**src/rtl/dma_pcie_rc_pkg.sv**
```systemverilog
// Shared types and first-beat descriptor layout for the PCIe RC completion ingress path.
package dma_pcie_rc_pkg;

  localparam int TREADY_REPL = 22;

  // Bit offsets of the completion descriptor fields within the first beat
  localparam int HDR_ERR_LSB  = 12;
  localparam int HDR_BCNT_LSB = 16;
  localparam int HDR_DONE_BIT = 30;
  localparam int HDR_STAT_LSB = 43;
  localparam int HDR_POIS_BIT = 46;
  localparam int HDR_TAG_LSB  = 64;

  typedef enum logic {RC_SOP, RC_BODY} rc_state_e;

  typedef struct packed {
    logic [7:0]  tag;
    logic [12:0] byte_cnt;
    logic [3:0]  err_code;
    logic [2:0]  cpl_status;
    logic        poisoned;
    logic        req_done;
  } rc_desc_t;

  function automatic logic rc_cpl_is_err(input logic [3:0] err_code,
                                         input logic [2:0] cpl_status,
                                         input logic       poisoned);
    return (err_code != 4'h0) || (cpl_status != 3'h0) || poisoned;
  endfunction

endpackage

```
**src/rtl/dma_axis_skid2.sv**
```systemverilog
// Generic 2-entry registered skid buffer: every output, including in_rdy, comes from a flop.
module dma_axis_skid2 #(
  parameter int PAY_W = 8
) (
  input  logic             clk,
  input  logic             rst,
  input  logic [PAY_W-1:0] in_pay,
  input  logic             in_vld,
  output logic             in_rdy,
  output logic [PAY_W-1:0] out_pay,
  output logic             out_vld,
  input  logic             out_rdy
);

  logic [PAY_W-1:0] skid_pay_p0;
  logic             skid_vld_p0;
  logic             acc;
  logic             head_free;
  logic [1:0]       cnt_nxt;

  assign acc       = in_vld & in_rdy;
  assign head_free = ~out_vld | out_rdy;

  always_comb begin
    cnt_nxt = 2'(out_vld) + 2'(skid_vld_p0) + 2'(acc) - 2'(out_vld & out_rdy);
  end

  // Occupancy control: the head slot refills from the skid slot first to keep order
  always_ff @(posedge clk) begin
    if (rst) begin
      out_vld     <= 1'b0;
      skid_vld_p0 <= 1'b0;
      in_rdy      <= 1'b0;
    end else begin
      in_rdy <= (cnt_nxt < 2'd2);
      if (head_free) begin
        out_vld     <= skid_vld_p0 | acc;
        skid_vld_p0 <= skid_vld_p0 & acc;
      end else if (acc) begin
        skid_vld_p0 <= 1'b1;
      end
    end
  end

  always_ff @(posedge clk) begin
    if (head_free) out_pay <= skid_vld_p0 ? skid_pay_p0 : in_pay;
    if (acc && (skid_vld_p0 || !head_free)) skid_pay_p0 <= in_pay;
  end

endmodule

```
**src/rtl/dma_pcie_rc_ingress_slice.sv**
```systemverilog
// Registered PCIe RC completion ingress: skid buffering, replicated tready and first-beat snooping.
module dma_pcie_rc_ingress_slice
  import dma_pcie_rc_pkg::*;
#(
  parameter int DATA_WIDTH = 512,
  parameter int USER_WIDTH = 161,
  parameter int MAX_BEATS  = 64,
  parameter int ERR_CNT_W  = 16
) (
  input  logic                    user_clk,
  input  logic                    user_reset,
  input  logic [DATA_WIDTH-1:0]   s_rc_tdata,
  input  logic                    s_rc_tlast,
  input  logic [USER_WIDTH-1:0]   s_rc_tuser,
  input  logic [DATA_WIDTH/32-1:0] s_rc_tkeep,
  input  logic                    s_rc_tvalid,
  output logic [TREADY_REPL-1:0]  s_rc_tready,
  output logic [DATA_WIDTH-1:0]   m_rc_tdata,
  output logic                    m_rc_tlast,
  output logic [USER_WIDTH-1:0]   m_rc_tuser,
  output logic [DATA_WIDTH/32-1:0] m_rc_tkeep,
  output logic                    m_rc_tvalid,
  input  logic                    m_rc_tready,
  output logic                    hdr_vld,
  output logic [7:0]              hdr_tag,
  output logic [12:0]             hdr_byte_cnt,
  output logic [3:0]              hdr_err_code,
  output logic [2:0]              hdr_cpl_status,
  output logic                    hdr_poisoned,
  output logic                    hdr_req_done,
  output logic [31:0]             cpl_pkt_cnt,
  output logic [ERR_CNT_W-1:0]    cpl_err_cnt,
  output logic                    proto_err
);

  localparam int KEEP_W = DATA_WIDTH / 32;
  localparam int PAY_W  = DATA_WIDTH + 1 + USER_WIDTH + KEEP_W;
  localparam int BEAT_W = $clog2(MAX_BEATS + 1);

  function automatic logic [ERR_CNT_W-1:0] err_sat_inc(input logic [ERR_CNT_W-1:0] c);
    return (&c) ? c : c + 1'b1;
  endfunction

  function automatic logic [BEAT_W-1:0] beat_sat_inc(input logic [BEAT_W-1:0] c);
    return (c >= BEAT_W'(MAX_BEATS)) ? c : c + 1'b1;
  endfunction

  logic             rdy_p0;
  logic             acc_p0;
  logic [PAY_W-1:0] pay_in;
  logic [PAY_W-1:0] pay_out;
  rc_desc_t         desc_in;
  logic             desc_err;
  logic [BEAT_W-1:0] beat_nxt;

  rc_state_e        state_p1;
  logic [BEAT_W-1:0] beat_cnt_p1;
  rc_desc_t         hdr_p1;

  assign acc_p0      = s_rc_tvalid & rdy_p0;
  assign s_rc_tready = {TREADY_REPL{rdy_p0}};
  assign pay_in      = {s_rc_tdata, s_rc_tlast, s_rc_tuser, s_rc_tkeep};
  assign {m_rc_tdata, m_rc_tlast, m_rc_tuser, m_rc_tkeep} = pay_out;

  dma_axis_skid2 #(.PAY_W(PAY_W)) u_skid (
    .clk     (user_clk),
    .rst     (user_reset),
    .in_pay  (pay_in),
    .in_vld  (s_rc_tvalid),
    .in_rdy  (rdy_p0),
    .out_pay (pay_out),
    .out_vld (m_rc_tvalid),
    .out_rdy (m_rc_tready)
  );

  always_comb begin
    desc_in.tag        = s_rc_tdata[HDR_TAG_LSB +: 8];
    desc_in.byte_cnt   = s_rc_tdata[HDR_BCNT_LSB +: 13];
    desc_in.err_code   = s_rc_tdata[HDR_ERR_LSB +: 4];
    desc_in.cpl_status = s_rc_tdata[HDR_STAT_LSB +: 3];
    desc_in.poisoned   = s_rc_tdata[HDR_POIS_BIT];
    desc_in.req_done   = s_rc_tdata[HDR_DONE_BIT];
  end

  assign desc_err = rc_cpl_is_err(desc_in.err_code, desc_in.cpl_status, desc_in.poisoned);
  assign beat_nxt = beat_sat_inc(beat_cnt_p1);

  // Framer and statistics, advanced only on s-side accepts
  always_ff @(posedge user_clk) begin
    if (user_reset) begin
      state_p1    <= RC_SOP;
      beat_cnt_p1 <= '0;
      hdr_vld     <= 1'b0;
      cpl_pkt_cnt <= '0;
      cpl_err_cnt <= '0;
      proto_err   <= 1'b0;
    end else begin
      hdr_vld <= 1'b0;
      if (acc_p0) begin
        case (state_p1)
          RC_SOP: begin
            hdr_vld     <= 1'b1;
            cpl_pkt_cnt <= cpl_pkt_cnt + 32'd1;
            if (desc_err) cpl_err_cnt <= err_sat_inc(cpl_err_cnt);
            if (!s_rc_tlast) begin
              state_p1    <= RC_BODY;
              beat_cnt_p1 <= BEAT_W'(1);
            end
          end
          RC_BODY: begin
            beat_cnt_p1 <= beat_nxt;
            if (s_rc_tlast) state_p1 <= RC_SOP;
            else if (beat_nxt >= BEAT_W'(MAX_BEATS)) proto_err <= 1'b1;
          end
          default: state_p1 <= RC_SOP;
        endcase
      end
    end
  end

  always_ff @(posedge user_clk) begin
    if (acc_p0 && (state_p1 == RC_SOP)) hdr_p1 <= desc_in;
  end

  assign hdr_tag        = hdr_p1.tag;
  assign hdr_byte_cnt   = hdr_p1.byte_cnt;
  assign hdr_err_code   = hdr_p1.err_code;
  assign hdr_cpl_status = hdr_p1.cpl_status;
  assign hdr_poisoned   = hdr_p1.poisoned;
  assign hdr_req_done   = hdr_p1.req_done;

endmodule

```
**config.mk**
```make
export PLATFORM = sky130hd
export DESIGN_NAME = dma_pcie_rc_ingress_slice
export DESIGN_NICKNAME = d
export VERILOG_FILES = /design/src/rtl/dma_pcie_rc_pkg.sv /design/src/rtl/dma_axis_skid2.sv /design/src/rtl/dma_pcie_rc_ingress_slice.sv
export SDC_FILE = /design/constraint.sdc
export NUM_CORES = 2
export LEC_CHECK = 0
export CAP_MARGIN = 20
export CORE_AREA = 3 3 578 580
export CTS_BUF_LIST = sky130_fd_sc_hd__clkbuf_2
export DETAILED_ROUTE_END_ITERATION = 12
export DIE_AREA = 0 0 581 583
export HOLD_SLACK_MARGIN = 0.02
export PLACE_DENSITY = 0.41
export SLEW_MARGIN = 20
export SYNTH_ARGS = -nofsm -noshare
export SYNTH_HDL_FRONTEND = slang
export SYNTH_SLANG_ARGS = --single-unit
```
**constraint.sdc**
```tcl
create_clock -name user_clk -period 99 [get_ports user_clk]
set_input_delay 14.85 -clock user_clk [delete_from_list [all_inputs] [get_ports user_clk]]
set_output_delay 14.85 -clock user_clk [all_outputs]
set_load 0.05 [all_outputs]
```
# Yosys cells after proc, flatten, opt, wreduce, memory -nomap -nowiden
# Index checks and enable logic that the tools add are counted.
# Widths: inputs -> output; s select.
# word_totals
output_inout_bits	793
ff_bits	1471
inputBits	694
word_cells	60
# op_classes
bitwise_logic	10
eq_ne	1
addsub	6
muxes	8
n_reduce_logical	15
order_cmp	3
# ops
operator	n
$mux 690	1
$add 32x1->32 const B	1
$add 16x1->16 const B	1
$reduce_and 16->1	1
$ge 7x7->1 const B	2
$mux 7	2
$pmux 7 s2	1
$reduce_and 4->1	2
$add 7x1->7 const B	1
$not 1->1	5
$mux 1	4
$reduce_and 2->1	2
$reduce_bool 4->1	1
$and 1x1->1	3
$logic_or 1x1->1	3
$reduce_bool 3->1	1
$add 1x1->2	1
$add 2x1->2	1
$logic_and 1x1->1	2
$lt 2x2->1 const B	1
$ne 2x2->1 const B	1
$or 1x1->1	2
$reduce_bool 2->1	1
$reduce_or 2->1	1
other kinds (2)	2

# Logic depth before layout (Yosys ltp)
# depth
word_depth	5
mapped_depth	9
depth_no_buf	7

# By module
# Synthesis repeated with hierarchy kept, for this count alone.
# hier_totals
hier_cells	2565
area_unflattened_um2	54412.2
# by_module_without_submodules
module	area_each_um2	cells_each	instances
dma_axis_skid2	50409.6	2166	1
dma_pcie_rc_ingress_slice	4002.6	399	1

# Worst setup path after synthesis
# No wires, ideal clock.
# synth_timing
path_kind	in2reg
startpoint	input s_rc_tvalid
endpoint	register u_skid.skid_pay_p0[0] (enable)
setup_ns	1.762
n_path_buf	1
cell_stages	3
t_required_ns	97.238
slack_ns	53.505
arrival_time_ns	43.733
cell_sequence	nand2_1 clkbuf_1 nor2_1
# synth_between
elab_chain_len	2
# synth_rtl
element	line_no	rtl
from (decl)	dma_pcie_rc_ingress_slice.sv:16	input logic s_rc_tvalid,
$and 1x1->1	dma_axis_skid2.sv:21	assign acc = in_vld & in_rdy;
$logic_and 1x1->1	dma_axis_skid2.sv:47	if (acc && (skid_vld_p0 || !head_free)) skid_pay_p0 <= in_pay;
to (signal assigned)	dma_axis_skid2.sv:47	
to (decl)	dma_axis_skid2.sv:15	logic [PAY_W-1:0] skid_pay_p0;
# Every way passes these cells.
# A chain may end at the register's enable or synchronous reset.

# Worst setup path in the final report
# layout_timing
startpoint	input m_rc_tready
endpoint	register u_skid.skid_pay_p0[22] (enable)
# layout_between
elab_chain_len	4
# layout_rtl
element	line_no	rtl
from (decl)	dma_pcie_rc_ingress_slice.sv:23	input logic m_rc_tready,
$or 1x1->1	dma_axis_skid2.sv:22	assign head_free = ~out_vld | out_rdy;
$logic_not 1->1	dma_axis_skid2.sv:47	
$logic_or 1x1->1	dma_axis_skid2.sv:47	
$logic_and 1x1->1	dma_axis_skid2.sv:47	
# Every way passes these cells.

==> metrics.yaml <==
power:
  powerDensity_mw_per_mm2: 17.7
  power.total_mw: 1.37
  leakage_nw: 26.1
  peakVddDrop_mv: 0.0108
final_layout:
  final_cell_mix: "1485 x clkdlybuf4s50_1, 1410 x edfxtp_1, 692 x mux2_2"
  area_delta_synth_final_pct: 45.0
  final_common_cell: "clkdlybuf4s50_1"
  final_cells: 9108
  fillers: 34400
  drive_above_1_share: 0.301
  regArea_sq_mm: 0.0436
  nets: 5066
  multiInputGateArea_sq_mm: 0.00936
timing:
  period_needed_ps: 18440
  setup_ws_ps: 80560
  fmax_ghz: 0.0542
  finalSetupViolCount: 0
  min_period_over_period: 0.186
  tightest_slew_ps: 1060
  drv_slew: 0
  hold_viol: 0
  relSlewSlack: 0.291
  tns_ps: 0
  rsz0062_at_grt: "false"
  skew_ps: 229
floorplanning:
  core_sq_mm: 0.330
  die_h_microns: 583
  die_area_sq_mm: 0.339
  rows: 211
  initial_core_util: 0.162
  die_x_microns: 581
  design.portCount: 1487
route:
  dr.pass1.iters: 5
  wire_per_inst_microns: 25.2
  wl_mm: 229
  drt_iter0_drc: 1623
  vias: 32000
  drc: 0
  drtAntennaViolNets: 0
  vias_per_cell: 3.52
clocking:
  post_cts_buffers: 0
  cts_tree: "yes"
  cts_hold_buffers: 0
  clock_latency_ps: 1760
  htreeDepth: 5
  cts_buffers: 423
  clock_path_buffers: 4
  root_buffer: "clkbuf_2"
  cts.clk_slew.worst_paths_ps: 90
  cts_sinks: 1471
  cts-resized-gates: 0
worst_hold_path:
  worstHoldPathType: "register to register"
  hold_depth: 1
  hold_end: "u_skid.out_pay[462]$_DFFE_PN_"
  min_from: "u_skid.skid_pay_p0[462]$_DFFE_PP_"
status:
  status: "completed"
logic_synthesis:
  synth_ff_type: "edfxtp_1"
  synthCells: 2528
  ys_seq_area_frac: 0.815
  synthArstFlopShare: 0
  synth_area_per_cell_sq_um: 21.1
  mappedNetlistArea_sq_mm: 0.0535
  ys_types: 48
  synth-edff-count: 1410
  syn_nets: 3228
  synth_warnings: 0
  synth_seq_cells: 1471
placed_design:
  globalplace.congestion: 0.794
  dp_hpwl_mm: 175
  dp_cells: 8307
  pre_cts_ws_ps: 78610
  port_buffers: 1486
critical_path:
  crit_path_start_kind: "input pin"
  required_ps: 100260
  ff2ff_setup_slack_ps: 93660
  r2r-end: "u_skid.skid_pay_p0[22]$_DFFE_PP_"
  crit_start: "m_rc_tready"
  reg2regPathDepth: 6
  crit_path_end_kind: "register"
  arrival_ps: 19700
  path_max_fanout: 65
  rr_startpoint: "u_skid.in_rdy$_SDFF_PP0_"
  worstSetupPathType: "input pin to register"
global_route:
  grt_max_degree: 129
  grt_pass1_vias: 33700
  grt_overflow: 0
  antenna_found_initial: 141
  grt_pass1_wl_mm: 301
  track_usage: 0.129
run:
  maxCapViolCount: 0
-- state kept, by name, indices dropped and copies added (netlist names) --
| signal | flops |
|---|---|
| hdr_byte_cnt | 13 |
| u_skid.skid_vld_p0 | 1 |
| u_skid.out_pay | 690 |
| hdr_req_done | 1 |
| hdr_vld | 1 |
| u_skid.out_vld | 1 |
| u_skid.in_rdy | 1 |
| hdr_tag | 8 |
| proto_err | 1 |
| cpl_pkt_cnt | 32 |
| beat_cnt_p1 | 7 |
| cpl_err_cnt | 16 |
| hdr_poisoned | 1 |
| state_p1 | 1 |
| u_skid.skid_pay_p0 | 690 |
| hdr_err_code | 4 |
| hdr_cpl_status | 3 |
-- cell families (layout without fill, tap and decap cells) --
| group | count (synthesis) | count (layout) | synth area share |
|---|---|---|---|
| adders and majority gates | 6 | 6 | 0.00140 |
| muxes | 694 | 694 | 0.146 |
| xor gates and xnor gates | 42 | 42 | 0.00688 |
| other | 0 | 58 | 0 |
| and+or+nand+nor | 167 | 167 | 0.0174 |
| buffers and inverters | 121 | 2277 | 0.0102 |
| AOI/OAI and AO/OA | 27 | 27 | 0.00309 |
| DFF | 1471 | 1471 | 0.815 |
-- worst max-delay path by stage --
| stage | slack, ps | endpoint | cells past startpoint |
|---|---|---|---|
| finish | 80560 | u_skid.skid_pay_p0[22]$_DFFE_PP_ | 8 |
| floorplan | 53500 | u_skid.skid_pay_p0[0]$_DFFE_PP_ | 3 |
| global placement | 78620 | u_skid.skid_pay_p0[267]$_DFFE_PP_ | 8 |
| global route | 80400 | s_rc_tready[12] | 1 |
| detailed placement | 78610 | u_skid.skid_pay_p0[267]$_DFFE_PP_ | 8 |
| CTS | 79900 | s_rc_tready[10] | 1 |
-- through the flow --
step	hold slack (ps)	cell area (sq um)	utilization
floorplan	503	53500	-
global placement	462	73600	0.223
detailed placement	468	73600	0.223
CTS	408	77300	0.235
global route	454	77500	0.235
finish	408	77500	0.235
-- cell usage after synthesis (4+ instances only) --
library cell	n	area [sq um]
nand2_1	29	109
ha_1	6	75.1
o21ai_0	4	20.0
nand3_1	17	85.1
inv_1	12	45.0
nor2_1	58	218
xor2_1	24	210
mux2_2	692	7790
nand4_1	11	68.8
nor4_1	5	31.3
edfxtp_1	1410	42300
and3_1	6	37.5
nor4_4	4	85.1
dfxtp_1	61	1220
nor3_1	13	65.1
a21oi_1	14	70.1
clkbuf_1	85	319
buf_4	22	165
xnor2_1	18	158
-- routing by layer --
metal | track usage | wire, microns
met5 | 0 | 292
met4 | 0.0599 | 8960
met3 | 0.0665 | 26200
met2 | 0.220 | 113000
met1 | 0.131 | 80300
-- where the power goes --
part           switching, mW  internal [mW]  leakage [nW]
combinational          0.124         0.0711          9.02
sequential            0.0103          0.708          14.2
clock                  0.281          0.178          2.90
-- area by class of cell --
cell class / count / area share
clock buffers: 624 / 0.0403
diodes: 58 / 0.00187
flip-flops and latches: 1471 / 0.562
inverters: 12 / 0.000678
well taps: 4366 / 0.0705
clock inverters: 119 / 0.00810
multi-input cells: 936 / 0.121
repair buffers: 1522 / 0.196
-- worst max-delay path: stages --
cell and delay [ps]:
clkdlybuf4s50_1 460, nor2b_1 450, nor2_1 170, nor2_4 610, buf_4 720, buf_4 790
buf_4 610, buf_4 800
Power figures use the tool's default switching activity.
